[src/rtl/opti_seq_ctrl.sv]
// Frame sequencer for a cascaded filter pipeline: it gates the pipeline,
// counts samples in and out, registers outputs and flags timeout/overflow.
module opti_seq_ctrl #(
   parameter int DATA_W  = 24,
   parameter int LEN_W   = 12,
   parameter int SETTLE  = 8,
   parameter int TIMEOUT = 256
) (
   input  logic                     clk,
   input  logic                     rst,
   input  logic                     start,
   input  logic                     abort,
   input  logic                     cont_mode,
   input  logic [LEN_W-1:0]         frame_len,
   input  logic                     data_in_valid,
   input  logic                     sos_out_valid,
   input  logic signed [DATA_W-1:0] sos_out_data,
   input  logic                     out_ready,
   output logic                     pipeline_en,
   output logic                     in_ready,
   output logic [LEN_W-1:0]         addr,
   output logic signed [DATA_W-1:0] data_out,
   output logic                     data_out_valid,
   output logic                     stable_out,
   output logic                     filter_done,
   output logic                     busy,
   output logic                     timeout_err,
   output logic                     overflow_err
);

   localparam int IW = $clog2(TIMEOUT + 1);

   typedef enum logic [1:0] {IDLE, RUN, DRAIN, DONE} state_t;

   state_t                   state_q, state_d;
   logic [LEN_W-1:0]         len_q, len_d;
   logic [LEN_W-1:0]         in_cnt_q, in_cnt_d;
   logic [LEN_W-1:0]         out_cnt_q, out_cnt_d;
   logic [LEN_W-1:0]         addr_q, addr_d;
   logic [IW-1:0]            idle_q, idle_d;
   logic signed [DATA_W-1:0] dout_q, dout_d;
   logic                     dov_q, dov_d;
   logic                     stb_q, stb_d;
   logic                     tmo_q, tmo_d;
   logic                     ovf_q, ovf_d;
   logic                     active, counted, load, enter_run;

   always_comb begin
      state_d   = state_q;
      len_d     = len_q;
      in_cnt_d  = in_cnt_q;
      out_cnt_d = out_cnt_q;
      addr_d    = addr_q;
      idle_d    = idle_q;
      dout_d    = dout_q;
      dov_d     = dov_q;
      stb_d     = stb_q;
      tmo_d     = tmo_q;
      ovf_d     = ovf_q;
      enter_run = 1'b0;

      active  = (state_q == RUN) || (state_q == DRAIN);
      counted = active && sos_out_valid && (out_cnt_q < len_q);
      load    = counted && (!dov_q || out_ready);

      if (dov_q && out_ready) dov_d = 1'b0;
      if (load) begin
         dov_d  = 1'b1;
         dout_d = sos_out_data;
         addr_d = out_cnt_q;
      end
      if (counted) begin
         out_cnt_d = out_cnt_q + 1'b1;
         if (!load) ovf_d = 1'b1;
         if (int'(out_cnt_q) + 1 == SETTLE) stb_d = 1'b1;
      end
      if (state_q == RUN && data_in_valid && in_cnt_q < len_q)
         in_cnt_d = in_cnt_q + 1'b1;
      if (active)
         idle_d = sos_out_valid ? '0 : idle_q + 1'b1;

      unique case (state_q)
         IDLE:    if (start && frame_len != '0) enter_run = 1'b1;
         RUN:     if (in_cnt_d == len_q) state_d = DRAIN;
         DRAIN:   if (out_cnt_d == len_q) state_d = DONE;
         DONE: begin
            if (cont_mode && frame_len != '0) enter_run = 1'b1;
            else state_d = IDLE;
         end
         default: state_d = IDLE;
      endcase

      if (active && int'(idle_d) == TIMEOUT) begin
         tmo_d   = 1'b1;
         state_d = IDLE;
      end

      if (enter_run) begin
         state_d   = RUN;
         len_d     = frame_len;
         in_cnt_d  = '0;
         out_cnt_d = '0;
         idle_d    = '0;
         stb_d     = 1'b0;
         tmo_d     = 1'b0;
         ovf_d     = 1'b0;
      end

      // Abort wins over everything except reset; error flags survive it.
      if (abort) begin
         state_d   = IDLE;
         in_cnt_d  = '0;
         out_cnt_d = '0;
         idle_d    = '0;
         dov_d     = 1'b0;
         stb_d     = 1'b0;
         tmo_d     = tmo_q;
         ovf_d     = ovf_q;
      end
   end

   always_ff @(posedge clk) begin
      if (rst) begin
         state_q   <= IDLE;
         len_q     <= '0;
         in_cnt_q  <= '0;
         out_cnt_q <= '0;
         addr_q    <= '0;
         idle_q    <= '0;
         dout_q    <= '0;
         dov_q     <= 1'b0;
         stb_q     <= 1'b0;
         tmo_q     <= 1'b0;
         ovf_q     <= 1'b0;
      end else begin
         state_q   <= state_d;
         len_q     <= len_d;
         in_cnt_q  <= in_cnt_d;
         out_cnt_q <= out_cnt_d;
         addr_q    <= addr_d;
         idle_q    <= idle_d;
         dout_q    <= dout_d;
         dov_q     <= dov_d;
         stb_q     <= stb_d;
         tmo_q     <= tmo_d;
         ovf_q     <= ovf_d;
      end
   end

   assign pipeline_en    = (state_q == RUN) || (state_q == DRAIN);
   assign in_ready       = (state_q == RUN);
   assign busy           = (state_q != IDLE);
   assign filter_done    = (state_q == DONE);
   assign addr           = addr_q;
   assign data_out       = dout_q;
   assign data_out_valid = dov_q;
   assign stable_out     = stb_q;
   assign timeout_err    = tmo_q;
   assign overflow_err   = ovf_q;

endmodule
[config.mk]
export PLATFORM = sky130hd
export DESIGN_NAME = opti_seq_ctrl
export DESIGN_NICKNAME = d
export VERILOG_FILES = /design/src/rtl/opti_seq_ctrl.sv
export SDC_FILE = /design/constraint.sdc
export NUM_CORES = 1
export LEC_CHECK = 0
export CAP_MARGIN = 40
export CORE_UTILIZATION = 54
export CTS_CLUSTER_SIZE = 30
export DETAILED_ROUTE_END_ITERATION = 16
export GPL_ROUTABILITY_DRIVEN = 0
export PLACE_DENSITY_LB_ADDON = 0.08
export SYNTH_ARGS = -nofsm -noshare
export SYNTH_HDL_FRONTEND = slang
export SYNTH_SLANG_ARGS = --single-unit
[constraint.sdc]
create_clock -name clk -period 3.9 [get_ports clk]
set_input_delay 1.17 -clock clk [delete_from_list [all_inputs] [get_ports clk]]
set_output_delay 1.17 -clock clk [all_outputs]
set_load 0.03 [all_outputs]
; Word-level counts from Yosys, hierarchy flattened
; Index checks and enable logic that the tools add are counted.
[totals]
inputBits = 44
output_inout_bits = 44
regBits = 87
[classes]
eq_ne = 14
bitwise = 1
reduce_logical = 28
n_addsub = 4
n_lt_le_gt_ge = 2
mux = 20
[ops]
columns = cell, count
row1 = $add A12 B1 Y12 const B, 2
row2 = $eq A12 B12 Y1, 2
row3 = $lt A12 B12 Y1, 2
row4 = $mux W12, 2
row5 = $mux W9, 2
row6 = $add A12 B1 Y13 const B, 1
row7 = $eq A13 B4 Y1 const B, 1
row8 = $reduce_bool A12 Y1, 1
row9 = $mux W1, 11
row10 = $add A9 B1 Y9 const B, 1
row11 = $eq A9 B9 Y1 const B, 1
row12 = $logic_and A1 B1 Y1, 9
row13 = $reduce_and A4 Y1, 2
row14 = $reduce_bool A2 Y1, 4
row15 = $mux W2, 3
row16 = $ne A2 B1 Y1 const B, 3
row17 = $pmux W2 S3, 1
row18 = $reduce_bool A5 Y1, 1
row19 = $eq A2 B2 Y1 const B, 2
row20 = $ne A4 B1 Y1 const B, 1
row21 = $ne A4 B2 Y1 const B, 1
row22 = $ne A4 B3 Y1 const B, 1
row23 = $reduce_and A2 Y1, 2
row24 = $reduce_or A4 Y1, 1
row25 = other kinds (11), 12

; Logic depth before layout (Yosys ltp)
[depth]
depth_word = 10
depth_mapped = 13
ltp_nobuf = 11

; Worst setup path after synthesis
; No wires, ideal clock.
[synth_path]
path_type = input -> register
start = in sos_out_valid
end = reg state_q[1]
stages = 9
setup_slack_ns = 0.835
setup_time_ns = 0.091
arrival_time_ns = 2.974
cell_sequence = nand2_1 a211oi_2 and4_1 o21ai_0 xnor2_1 o2111ai_1 o31ai_1 a31oi_1 nor4bb_1
[synth_between]
elab_chain_len = 6
[synth_rtl]
columns = item, line_no
row1 = "start, declared", 16  ; input logic sos_out_valid,
row2 = $logic_and A1 B1 Y1 (2 in series), 63  ; counted = active && sos_out_valid && (out_cnt_q < len_q);
row3 = $mux W12, 72  ; if (counted) begin
row4 = $eq A12 B12 Y1, 85  ; DRAIN: if (out_cnt_d == len_q) state_d = DONE;
row5 = $ne A2 B1 Y1 (no line), --
row6 = $reduce_and A4 Y1 (no line), --
row7 = "end signal, assigned", 136  ; state_q <= state_d;
row8 = "end, declared", 35  ; state_t state_q, state_d;
; Parallel ways exist; a longest one is shown, timed or not.
; A chain may end at the register's enable or synchronous reset.

; Worst setup path in the final report
[layout_path]
start = reg len_q[11]
end = reg state_q[1]
[layout_between]
elab_chain_len = 6
[layout_rtl]
columns = item, line_no
row1 = "start, declared", 36  ; logic [LEN_W-1:0] len_q, len_d;
row2 = "start signal, assigned", 137  ; len_q <= len_d;
row3 = $lt A12 B12 Y1 (on tied branches), "63, 77"
row4 = $logic_and A1 B1 Y1 (on tied branches), "63, 77"
row5 = $mux W12 (on tied branches), "72, 77"
row6 = $eq A12 B12 Y1 (on tied branches), "85, 84"
row7 = $ne A2 B1 Y1 (no line), --
row8 = $reduce_and A4 Y1 (no line) (*), --
; Every way passes the cells marked *; elsewhere a longest branch is shown, timed or not.

==> impl_metrics.tcl <==
set metrics [dict create \
    status "completed" \
    placed_cell_area_mm2 0.00603 \
    p_per_area_mw_per_mm2 314 \
    tritoncts "built" \
    numPortBuffers 87 \
    rows 34 \
    cts.sink_count 87 \
    synthArstFlopShare 0 \
    post-route-period-util 0.930 \
    period_needed_ns 3.63 \
    detail_route.wl_per_cell_um 16.8 \
    via_count 4871 \
    cap_violations 0 \
    max_freq_ghz 0.276 \
    ios 88 \
    setup_viol 0 \
    area.growth.synth_to_final_pct 23.2 \
    synth_most_common_cell "nand2_1" \
    die-area_mm2 0.00976 \
    globalRouteTotalUtil 0.290 \
    cp-end-kind "flop" \
    start_util 0.569 \
    rsz0062_at_grt "false" \
    power.leakage_nw 2.27 \
    finalPower_mw 1.96 \
    clk_pin_slew_ns 0.09 \
    synth_top_cell_by_area "dfxtp_1" \
    root_buffer "clkbuf_8" \
    synth_seq_cells 87 \
    hold_buffers 0 \
    num-nets-final 779 \
    synth_fp_nets 704 \
    ir_drop_mv 0.213 \
    coreArea_mm2 0.00889 \
    synth.avg_cell_area_um2 8.06 \
    crit_arrival_ns 3.90 \
    clk_latency_ns 0.36 \
    grt_pass1_vias 4750 \
    drtAntennaViolNets 0 \
    relSlewSlack 0.394 \
    synth_edf_count 0 \
    synthCells 628 \
    dpl.hpwl_um 10300 \
    hold_violations 0 \
    drive_gt1_frac 0.0593 \
    cts.path.max_buffers 2 \
    ys_types 61 \
    cts_setup_buffers 0 \
    synth-seq-area-share 0.344 \
    start_kind "flop" \
    worstPathMaxFanout 13 \
    synth_top_area_frac 0.344 \
    grt_max_degree 50 \
    synthFlopType "dfxtp_1" \
    drc 0 \
    drtIter0Drc 324 \
    synth_area_leaders "dfxtp_1, ha_1, nand2_1" \
    fp.dieH_um 98.8 \
    numCtsBuffers 9 \
    dieWidth_um 98.8 \
    cts.htree.levels 3 \
    grt_pass1_wl_um 22700 \
    required_ns 4.17 \
    viasPerCell 5.97 \
    post_cts_resized 0 \
    finalCoreUtilization 0.701 \
    ys_warn_count 0 \
    finalMaxSlewViolations 0 \
    first_pass_iters 5 \
    crit_type "reg -> reg" \
    hp-class "reg -> reg" \
    fin_tns_setup_ns 0 \
    final_area_mm2 0.00623 \
    overflow 0 \
    worst_slew_pin_slew_ns 0.909 \
    finClkSkew_ns 0.00819 \
    syn_area_mm2 0.00506 \
    antenna_found_initial 0 \
    wirelength_um 13700 \
    synthTopCellsByCount "nand2_1, dfxtp_1, nor2_1, a21oi_1, ha_1" \
    diodes 0 \
]
cells in the final DEF, fill, tap and decap left out, drive strengths merged, types with 9 or more instances in the layout:
cell / Yosys / layout
nor2: 66 / 66
and3: 9 / 9
dfxtp: 87 / 87
xor2: 23 / 23
o21ai: 12 / 12
xnor2: 27 / 27
o211ai: 10 / 10
mux2i: 17 / 17
ha: 32 / 32
inv: 22 / 24
clkbuf: 29 / 10
nand3: 21 / 21
a21oi: 56 / 56
buf: 11 / 17
nand4: 18 / 18
nand2: 95 / 95
clkdlybuf4s50: 0 / 87
cell type report:
class                           instances  area (um2)
Clock inverter                          6        67.6
Clock buffer                           10         138
Multi-Input combinational cell        479        3070
Inverter                               22        82.6
Timing Repair Buffer                  104         998
Sequential cell                        87        1740
Tap cell                              108         135
Fill cell                             733        2660
critical path, cell delays in order, from the launching register on:
cell and delay, ns:
dfxtp_1 0.52, inv_1 0.12, ha_1 0.35, a21oi_1 0.15
o21ai_0 0.09, a21oi_1 0.71, nand4_1 0.28, xnor3_1 0.30
nand4_2 0.14, o41ai_4 0.48, a31oi_1 0.15, nor4bb_1 0.25
routing by layer:
layer | GRT usage | up-vias | part of all wire
met5 | 0 | - | 0
met4 | 0.121 | 0 | 0.024
met3 | 0.0709 | 31 | 0.086
met2 | 0.465 | 214 | 0.46
met1 | 0.373 | 2278 | 0.43
li1 | - | 2348 | -
per-stage QoR:
stage	hold WS (ns)	std cells	setup slack (ns)
final	0.458	816	0.273
after global routing	0.482	816	0.0739
after CTS	0.460	816	0.345
after detailed placement	0.447	800	0.0991
after global placement	0.442	800	0.316
after floorplan	0.504	628	0.835
report_power, final:
group / switching [mW] / internal, mW / total, mW / leakage (nW)
Combinational: 0.208 / 0.162 / 0.370 / 1.47
Clock: 0.339 / 0.317 / 0.656 / 0.0993
Sequential: 0.0222 / 0.909 / 0.931 / 0.704
worst paths after layout:
kind / start / endpoint / slack, ns / cells after the start
max: len_q[11] / state_q[1] / 0.27 / 11
min: addr[5] / addr[5] / 0.46 / 2
max reg2reg: len_q[11] / state_q[1] / 0.27 / 11
min reg2reg: addr[5] / addr[5] / 0.46 / 2
registers in the layout (all words and copies together), names as in the netlist:
signal and flops:
data_out_valid 1, stable_out 1, overflow_err 1, data_out 24, timeout_err 1, idle_q 9
len_q 12, state_q 2, out_cnt_q 12, addr 12, in_cnt_q 12
kinds of logic after synthesis:
| kind of cell | synth area share |
|---|---|
| buffers and inverters | 0.0492 |
| AND/OR/NAND/NOR | 0.235 |
| adder cells (fa/ha/maj) | 0.0791 |
| flip-flops | 0.344 |
| multiplexers | 0.0336 |
| AO/OA/AOI/OAI | 0.164 |
| XOR/XNOR | 0.0954 |
(Power assumes the default switching activity.)
